## src/rtl/axi4_lite_read_master_if.sv

```systemverilog
// Purpose: bundles the core-side load port and the AXI4-Lite AR/R channels of one read initiator.
// Latency: none, wiring only.
// Backpressure: carries rd_ready (core side), M_AXI_ARREADY and M_AXI_RREADY (bus side).
// Ports / modports:
//   master - view of the read initiator: drives rd_ready/rd_data/rd_err/rd_done and AR*, RREADY
//   slave  - view of the environment (core + AXI slave): drives rd_req/rd_addr, ARREADY and R*
interface axi4_lite_read_master_if #(
    parameter int ADDR_WIDTH = 32,
    parameter int DATA_WIDTH = 32
);
    // core side
    logic                  rd_req;
    logic [ADDR_WIDTH-1:0] rd_addr;
    logic                  rd_ready;
    logic [DATA_WIDTH-1:0] rd_data;
    logic                  rd_err;
    logic                  rd_done;
    // AXI4-Lite read channels
    logic [ADDR_WIDTH-1:0] M_AXI_ARADDR;
    logic [2:0]            M_AXI_ARPROT;
    logic                  M_AXI_ARVALID;
    logic                  M_AXI_ARREADY;
    logic [DATA_WIDTH-1:0] M_AXI_RDATA;
    logic [1:0]            M_AXI_RRESP;
    logic                  M_AXI_RVALID;
    logic                  M_AXI_RREADY;

    modport master (
        input  rd_req, rd_addr,
        output rd_ready, rd_data, rd_err, rd_done,
        output M_AXI_ARADDR, M_AXI_ARPROT, M_AXI_ARVALID,
        input  M_AXI_ARREADY,
        input  M_AXI_RDATA, M_AXI_RRESP, M_AXI_RVALID,
        output M_AXI_RREADY
    );

    modport slave (
        output rd_req, rd_addr,
        input  rd_ready, rd_data, rd_err, rd_done,
        input  M_AXI_ARADDR, M_AXI_ARPROT, M_AXI_ARVALID,
        output M_AXI_ARREADY,
        output M_AXI_RDATA, M_AXI_RRESP, M_AXI_RVALID,
        input  M_AXI_RREADY
    );
endinterface

```

## src/rtl/axi4_lite_read_master.sv

```systemverilog
// Purpose: single-outstanding AXI4-Lite read initiator turning a core load request into AR/R.
// Latency: rd_req accepted at edge 0 -> ARVALID cycle 1 -> RREADY cycle 2 -> rd_done cycle 3, +1 per wait.
// Backpressure: rd_ready low while busy (requests dropped, not queued); waits indefinitely on ARREADY/RVALID.
// Ports:
//   clk   - rising-edge clock
//   rst   - asynchronous active-high reset, abandons any read in flight without rd_done
//   io_rd - master modport: core load port (rd_*) and AXI4-Lite AR/R channels (M_AXI_*)
module axi4_lite_read_master #(
    parameter int         ADDR_WIDTH = 32,
    parameter int         DATA_WIDTH = 32,
    parameter logic [2:0] ARPROT_VAL = 3'b000
) (
    input  logic                           clk,
    input  logic                           rst,
    axi4_lite_read_master_if.master        io_rd
);

    typedef enum logic [1:0] {
        S_IDLE,
        S_ADDR,
        S_DATA,
        S_RESP
    } state_t;

    state_t                r_state;
    logic                  r_arvalid;
    logic                  r_rready;
    logic                  r_done;
    logic                  r_ready;
    logic                  r_err;
    logic [ADDR_WIDTH-1:0] r_araddr;
    logic [DATA_WIDTH-1:0] r_data;

    state_t                w_state_nxt;
    logic                  w_arvalid_nxt;
    logic                  w_rready_nxt;
    logic                  w_done_nxt;
    logic                  w_ready_nxt;
    logic                  w_err_nxt;
    logic [ADDR_WIDTH-1:0] w_araddr_nxt;
    logic [DATA_WIDTH-1:0] w_data_nxt;

    always_comb begin
        w_state_nxt  = r_state;
        w_araddr_nxt = r_araddr;
        w_data_nxt   = r_data;
        w_err_nxt    = r_err;

        case (r_state)
            S_IDLE: begin
                if (io_rd.rd_req) begin
                    w_araddr_nxt = io_rd.rd_addr;
                    w_state_nxt  = S_ADDR;
                end
            end
            S_ADDR: begin
                // ARREADY may already have been high before ARVALID; it is taken here.
                if (io_rd.M_AXI_ARREADY) begin
                    w_state_nxt = S_DATA;
                end
            end
            S_DATA: begin
                if (io_rd.M_AXI_RVALID) begin
                    w_data_nxt  = io_rd.M_AXI_RDATA;
                    // OKAY/EXOKAY are success; SLVERR/DECERR flag an error.
                    case (io_rd.M_AXI_RRESP)
                        2'b00, 2'b01: w_err_nxt = 1'b0;
                        default:      w_err_nxt = 1'b1;
                    endcase
                    w_state_nxt = S_RESP;
                end
            end
            S_RESP: begin
                w_state_nxt = S_IDLE;
            end
            default: begin
                w_state_nxt = S_IDLE;
            end
        endcase

        // Outputs are a function of the next state so they come straight off flops.
        w_arvalid_nxt = (w_state_nxt == S_ADDR);
        w_rready_nxt  = (w_state_nxt == S_DATA);
        w_done_nxt    = (w_state_nxt == S_RESP);
        w_ready_nxt   = (w_state_nxt == S_IDLE);
    end

    always_ff @(posedge clk or posedge rst) begin
        if (rst) begin
            r_state   <= S_IDLE;
            r_arvalid <= 1'b0;
            r_rready  <= 1'b0;
            r_done    <= 1'b0;
            r_ready   <= 1'b1;
            r_err     <= 1'b0;
            r_araddr  <= '0;
            r_data    <= '0;
        end else begin
            r_state   <= w_state_nxt;
            r_arvalid <= w_arvalid_nxt;
            r_rready  <= w_rready_nxt;
            r_done    <= w_done_nxt;
            r_ready   <= w_ready_nxt;
            r_err     <= w_err_nxt;
            r_araddr  <= w_araddr_nxt;
            r_data    <= w_data_nxt;
        end
    end

    assign io_rd.rd_ready      = r_ready;
    assign io_rd.rd_data       = r_data;
    assign io_rd.rd_err        = r_err;
    assign io_rd.rd_done       = r_done;
    assign io_rd.M_AXI_ARADDR  = r_araddr;
    assign io_rd.M_AXI_ARPROT  = ARPROT_VAL;
    assign io_rd.M_AXI_ARVALID = r_arvalid;
    assign io_rd.M_AXI_RREADY  = r_rready;

endmodule

```

## src/flat_wrapper.sv

```systemverilog
// flat-port wrapper written by rule: the top's interface ports become plain ports
module axi4_lite_read_master_flat 
#(
    parameter int         ADDR_WIDTH = 32,
    parameter int         DATA_WIDTH = 32,
    parameter logic [2:0] ARPROT_VAL = 3'b000
)
  (clk, rst, io_rd_rd_req, io_rd_rd_addr, io_rd_rd_ready, io_rd_rd_data, io_rd_rd_err, io_rd_rd_done, io_rd_M_AXI_ARADDR, io_rd_M_AXI_ARPROT, io_rd_M_AXI_ARVALID, io_rd_M_AXI_ARREADY, io_rd_M_AXI_RDATA, io_rd_M_AXI_RRESP, io_rd_M_AXI_RVALID, io_rd_M_AXI_RREADY);
  axi4_lite_read_master_if #(.ADDR_WIDTH(ADDR_WIDTH), .DATA_WIDTH(DATA_WIDTH)) io_rd_i ();
  input  logic clk;
  input  logic rst;
  input wire logic [$bits(io_rd_i.rd_req)-1:0] io_rd_rd_req;
  input wire logic [$bits(io_rd_i.rd_addr)-1:0] io_rd_rd_addr;
  output wire logic [$bits(io_rd_i.rd_ready)-1:0] io_rd_rd_ready;
  output wire logic [$bits(io_rd_i.rd_data)-1:0] io_rd_rd_data;
  output wire logic [$bits(io_rd_i.rd_err)-1:0] io_rd_rd_err;
  output wire logic [$bits(io_rd_i.rd_done)-1:0] io_rd_rd_done;
  output wire logic [$bits(io_rd_i.M_AXI_ARADDR)-1:0] io_rd_M_AXI_ARADDR;
  output wire logic [$bits(io_rd_i.M_AXI_ARPROT)-1:0] io_rd_M_AXI_ARPROT;
  output wire logic [$bits(io_rd_i.M_AXI_ARVALID)-1:0] io_rd_M_AXI_ARVALID;
  input wire logic [$bits(io_rd_i.M_AXI_ARREADY)-1:0] io_rd_M_AXI_ARREADY;
  input wire logic [$bits(io_rd_i.M_AXI_RDATA)-1:0] io_rd_M_AXI_RDATA;
  input wire logic [$bits(io_rd_i.M_AXI_RRESP)-1:0] io_rd_M_AXI_RRESP;
  input wire logic [$bits(io_rd_i.M_AXI_RVALID)-1:0] io_rd_M_AXI_RVALID;
  output wire logic [$bits(io_rd_i.M_AXI_RREADY)-1:0] io_rd_M_AXI_RREADY;
  assign io_rd_i.rd_req = io_rd_rd_req;
  assign io_rd_i.rd_addr = io_rd_rd_addr;
  assign io_rd_rd_ready = io_rd_i.rd_ready;
  assign io_rd_rd_data = io_rd_i.rd_data;
  assign io_rd_rd_err = io_rd_i.rd_err;
  assign io_rd_rd_done = io_rd_i.rd_done;
  assign io_rd_M_AXI_ARADDR = io_rd_i.M_AXI_ARADDR;
  assign io_rd_M_AXI_ARPROT = io_rd_i.M_AXI_ARPROT;
  assign io_rd_M_AXI_ARVALID = io_rd_i.M_AXI_ARVALID;
  assign io_rd_i.M_AXI_ARREADY = io_rd_M_AXI_ARREADY;
  assign io_rd_i.M_AXI_RDATA = io_rd_M_AXI_RDATA;
  assign io_rd_i.M_AXI_RRESP = io_rd_M_AXI_RRESP;
  assign io_rd_i.M_AXI_RVALID = io_rd_M_AXI_RVALID;
  assign io_rd_M_AXI_RREADY = io_rd_i.M_AXI_RREADY;
  axi4_lite_read_master #(.ADDR_WIDTH(ADDR_WIDTH), .DATA_WIDTH(DATA_WIDTH), .ARPROT_VAL(ARPROT_VAL)) u_core (.clk(clk), .rst(rst), .io_rd(io_rd_i));
endmodule
```

## config.mk

```make
export PLATFORM = sky130hd
export DESIGN_NAME = axi4_lite_read_master_flat
export DESIGN_NICKNAME = d
export VERILOG_FILES = /design/src/rtl/axi4_lite_read_master_if.sv /design/src/rtl/axi4_lite_read_master.sv /design/src/flat_wrapper.sv
export SDC_FILE = /design/constraint.sdc
export NUM_CORES = 1
export LEC_CHECK = 0
export CORE_MARGIN = 1.5
export CORE_UTILIZATION = 35
export CTS_CLUSTER_DIAMETER = 120
export DETAILED_ROUTE_END_ITERATION = 16
export GPL_ROUTABILITY_DRIVEN = 0
export PLACE_DENSITY_LB_ADDON = 0.08
export SYNTH_ARGS = -nofsm -noshare
export SYNTH_HDL_FRONTEND = slang
export SYNTH_SLANG_ARGS = --single-unit
```

## constraint.sdc

```tcl
create_clock -name clk -period 2.2 [get_ports clk]
set_input_delay 0.44 -clock clk [delete_from_list [all_inputs] [get_ports clk]]
set_output_delay 0.44 -clock clk [all_outputs]
set_load 0.005 [all_outputs]
```

## Yosys cells after proc, flatten, opt, wreduce, memory -nomap -nowiden

Index checks and enable logic that the tools add are counted.

- Register bits after elaboration: 71
- Input port bits: 71
- Output and inout bits: 72
- Logic and storage cells: 26

- Equal/unequal tests: 7
- Multiplexer cells: 5
- Reduce and logical (&&, ||, !) cells: 6

Operators with widths:

| operator | count |
|---|---|
| $eq 2x2->1 const B | 4 |
| $pmux 2 s4 | 1 |
| $eq 2x1->1 const B | 3 |
| $logic_not 2->1 | 3 |
| $mux 2 | 3 |
| $reduce_and 2->1 | 2 |
| $reduce_or 2->1 | 1 |
| $mux 1 | 1 |

## Logic depth before layout (Yosys ltp)

- Depth in word-level cells: 3
- Depth in mapped cells: 4

## Least setup slack after synthesis

OpenSTA, ideal clock, no wires.

- Kind: register to register
- From: register u_core.r_state[1]
- To: register u_core.r_araddr[0] (netlist: u_core.io_rd.M_AXI_ARADDR[0])
- Library setup time: 0.125 ns
- Arrival time: 1.295 ns
- Data required time: 2.075 ns
- Setup slack: 0.780 ns
- Cell stages (with the launch flop): 5
- Buffers on the path: 2
- Clock period less this slack: 1.420 ns
- Cell sequence: dfrtp_1 > buf_4 > nor3b_4 > buf_6 > mux2_2

- Word-level cells in the longest chain between the ends: 2

RTL lines:

| what | RTL line | text |
|---|---|---|
| from (decl) | axi4_lite_read_master.sv:25 | `state_t r_state;` |
| from (signal assigned) | axi4_lite_read_master.sv:99 | `r_state <= w_state_nxt;` |
| $logic_not 2->1 | axi4_lite_read_master.sv:49 | `case (r_state)` |
| $reduce_and 2->1 (no source line) | n/a |  |
| to (signal assigned) | axi4_lite_read_master.sv:105 | `r_araddr <= w_araddr_nxt;` |
| to (decl) | axi4_lite_read_master.sv:31 | `logic [ADDR_WIDTH-1:0] r_araddr;` |

Every way passes these cells.
A chain may end at the register's enable or synchronous reset.

## Final worst setup path

- From: register u_core.r_ready (netlist: u_core.io_rd.rd_ready)
- To: output port io_rd_rd_ready

RTL lines:

| what | RTL line | text |
|---|---|---|
| from (decl) | axi4_lite_read_master.sv:29 | `logic r_ready;` |
| from (signal assigned) | axi4_lite_read_master.sv:103 | `r_ready <= w_ready_nxt;` |
| to (decl) | flat_wrapper.sv:14 | `output wire logic [$bits(io_rd_i.rd_ready)-1:0] io_rd_rd_ready;` |

No word-level cell between the ends.

==> impl_metrics.csv <==
group,metric,value,unit
outcome,status,"finished, final reports clean",
job,maxCapViolations,0,
power_and_ir_drop,sw_frac_of_total,25.9,%
sta,skew,0.00869,ns
drt,wl_per_cell,13.5,µm
power_and_ir_drop,ir_drop,0.000549,V
power_and_ir_drop,seqPwrFrac,41.1,%
clock_tree,htreeDepth,3,
clock_tree,cts_resized,0,
global_routing,track_usage,13.8,%
synthesis,synth.most_common_cell,"dfrtp_1",
critical_path,critPathBufInv,1,
synthesis,synth_flop_cell,"dfrtp_1",
floorplan,num_rows,31,
global_routing,grt_pass1_vias,1780,
clock_tree,clockRootBuffer,"clkbuf_8",
global_routing,global_route.usage.met1,18.3,%
floorplan,coreArea,7410,µm²
place,numPortBuffers,138,
critical_path,crit_arrival,1.35,ns
global_routing,use_met2,19.9,%
power_and_ir_drop,combPwrFrac,44.1,%
place,post-place-ws,0.169,ns
critical_path,slowest_delay,0.52,ns
power_and_ir_drop,clkPwrFrac,14.8,%
hold_path,hold_class,"flip-flop to flip-flop",
synthesis,ys_warn_count,0,
critical_path,worst_path_max_delay_cell,"dfstp_2",
floorplan,die_area,8320,µm²
sta,setup-tns-final,0,ns
sta,fin_crit_sh,81.3,%
critical_path,r2r_slack,0.59,ns
synthesis,syn-mean-instance-area,16.6,µm²
place,hpwlAfterDp,4060,µm
critical_path,crit_path_end_kind,"output port",
drt,drt-total-wl,5580,µm
power_and_ir_drop,power.internal,4.17,mW
synthesis,synth_top_area_share,64.3,%
synthesis,synth_area,2730,µm²
sta,setup_viol_count_final,0,
floorplan,io_pins,143,
critical_path,cp_max_fo,1,
sta,rsz0062_at_grt,"no",
clock_tree,hold_buffers,0,
critical_path,path_delay_family,"flip-flops",
global_routing,grt_use_met3,5.44,%
floorplan,die_w,91.2,µm
critical_path,start_kind,"flip-flop",
global_routing,grt_first_pass_wirelength,8960,µm
synthesis,ys_types,20,
clock_tree,cts.sinks,71,
floorplan,die_h,91.2,µm
sta,finalHoldViolCount,0,
clock_tree,cts-buffers-inserted,9,
drt,vias_per_cell,4.39,
synthesis,synth_cells,164,
synthesis,yosys.area.top_type,"dfrtp_1",
clock_tree,path_clk_slew,0.06,ns
synthesis,synth_seq_cells,71,
clock_tree,clk_latency,0.32,ns
power_and_ir_drop,p_switching,1.46,mW
synthesis,synthArstFlopShare,100,%
critical_path,worstSetupPathType,"flip-flop to output port",
drt,drtIter0Drc,34,
sta,drv_slew,0,
global_routing,grt_max_degree,41,
power_and_ir_drop,power_density,1290,nW/µm²
drt,antenna_left,0,
global_routing,gr-max-usage-layer,"met2",
global_routing,overflow,0,
layout,n_antenna_cell,0,
sta,max_freq,0.559,GHz
critical_path,crit_required,1.76,ns
clock_tree,cts_setup_buffers,0,
layout,nets,379,
clock_tree,clock_path_buffers,2,
synthesis,synthTopCellsByArea,"dfrtp_1 64%, mux2_2 25%, buf_6 1.7%",
synthesis,ys_seq_area_share,65.2,%
power_and_ir_drop,p_leak,1.83,nW
floorplan,initial_core_util,36.8,%
drt,dr.pass1.iters,3,
layout,drive_gt1_share,26.5,%
sta,worst_slack,0.412,ns
drt,vias,1810,
sta,period_minus_slack,1.79,ns
drt,drc,0,
layout,syn2layout_area_growth,59.6,%
global_routing,antenna_found_initial,0,
synthesis,synth-edff-count,0,
critical_path,crit_chain,"clkdlybuf4s50_1",
clock_tree,cts_tree,"built",
synthesis,ys_top_cells_by_count,"70 x dfrtp_1, 61 x mux2_2",
==> state kept, by name, summed over array words and instances (netlist names) <==
name / count
u_core.io_rd.rd_err: 1
u_core.io_rd.M_AXI_ARADDR: 32
u_core.io_rd.rd_ready: 1
u_core.io_rd.M_AXI_RREADY: 1
u_core.io_rd.M_AXI_ARVALID: 1
u_core.io_rd.rd_data: 32
u_core.r_state: 2
u_core.io_rd.rd_done: 1
==> per-layer routing <==
metal	up-vias	wire (µm)
li1	851	-
met1	874	2490
met2	79	2530
met3	6	502
met4	0	52
met5	-	0
==> cell type report <==
| class | count | area, µm² |
|---|---|---|
| clock buffers | 11 | 131 |
| flip-flops and latches | 71 | 1780 |
| multi-input cells | 82 | 857 |
| clock inverters | 5 | 25.0 |
| fillers | 650 | 3060 |
| inverters | 2 | 11.3 |
| repair buffers | 142 | 1420 |
| well taps | 99 | 124 |
==> worst paths after layout <==
kind	from	to	depth (start not counted)
max in group asynchronous	rst	u_core.io_rd.rd_ready	3
worst max register to register	u_core.r_state[1]	u_core.io_rd.rd_data[24]	2
worst max-delay path	u_core.io_rd.rd_ready	io_rd_rd_ready	1
min in group asynchronous	rst	u_core.io_rd.rd_data[0]	3
worst min register to register	u_core.io_rd.rd_data[24]	u_core.io_rd.rd_data[24]	1
worst min-delay path	u_core.io_rd.rd_data[24]	u_core.io_rd.rd_data[24]	1
==> stage by stage <==
stage	hold WS (ns)	area [µm²]	power, mW	utilization, %	instances
5_1_grt	0.517	4350	6.01	58.7	412
4_1_cts	0.497	4350	5.73	58.7	412
3_3_place_gp	0.472	4190	4.82	56.6	396
3_5_place_dp	0.481	4190	4.86	56.6	396
2_1_floorplan	0.483	2740	3.31	-	166
6_report	0.490	4350	5.63	58.7	412
==> worst reg2reg max path, stage by stage, from the launching register on <==
cell and delay [ns]:
dfrtp_1 0.57, nand3b_4 0.46, mux2_1 0.47
==> layout by cell type, fill, tap and decap left out <==
| cell | n |
|---|---|
| buf_4 | 3 |
| buf_12 | 1 |
| dfrtp_1 | 70 |
| mux2_2 | 61 |
| clkinvlp_4 | 1 |
| nor3_1 | 1 |
| clkdlybuf4s50_1 | 138 |
| clkbuf_8 | 9 |
| nand2_1 | 1 |
| dfstp_2 | 1 |
| inv_1 | 1 |
| mux2_1 | 4 |
| nand3b_1 | 1 |
| nand3b_4 | 1 |
| clkbuf_1 | 2 |
| o21ai_0 | 1 |
| a21o_1 | 1 |
| o22ai_1 | 1 |
| clkinv_2 | 5 |
| mux2i_1 | 1 |
| conb_1 | 3 |
| nand2b_1 | 4 |
| a21oi_1 | 1 |
| nor3b_4 | 1 |
==> logic make-up (layout without fill, tap and decap cells) <==
group | Yosys count | count (layout) | synth area share (%)
mux | 66 | 66 | 27.2
flops | 71 | 71 | 65.2
buf+inv | 13 | 160 | 3.58
other cells | 1 | 3 | 0.138
simple gates | 9 | 9 | 2.94
compound gates | 4 | 4 | 0.872
==> power by group through the flow <==
stage               logic (mW)  registers, mW  clock network (mW)
detailed placement        2.53           2.33                   0
global placement          2.51           2.30                   0
floorplan                0.970           2.34                   0
global route              2.67           2.41               0.935
finish                    2.48           2.31               0.833
CTS                       2.54           2.32               0.876
(Power assumes the default switching activity.)
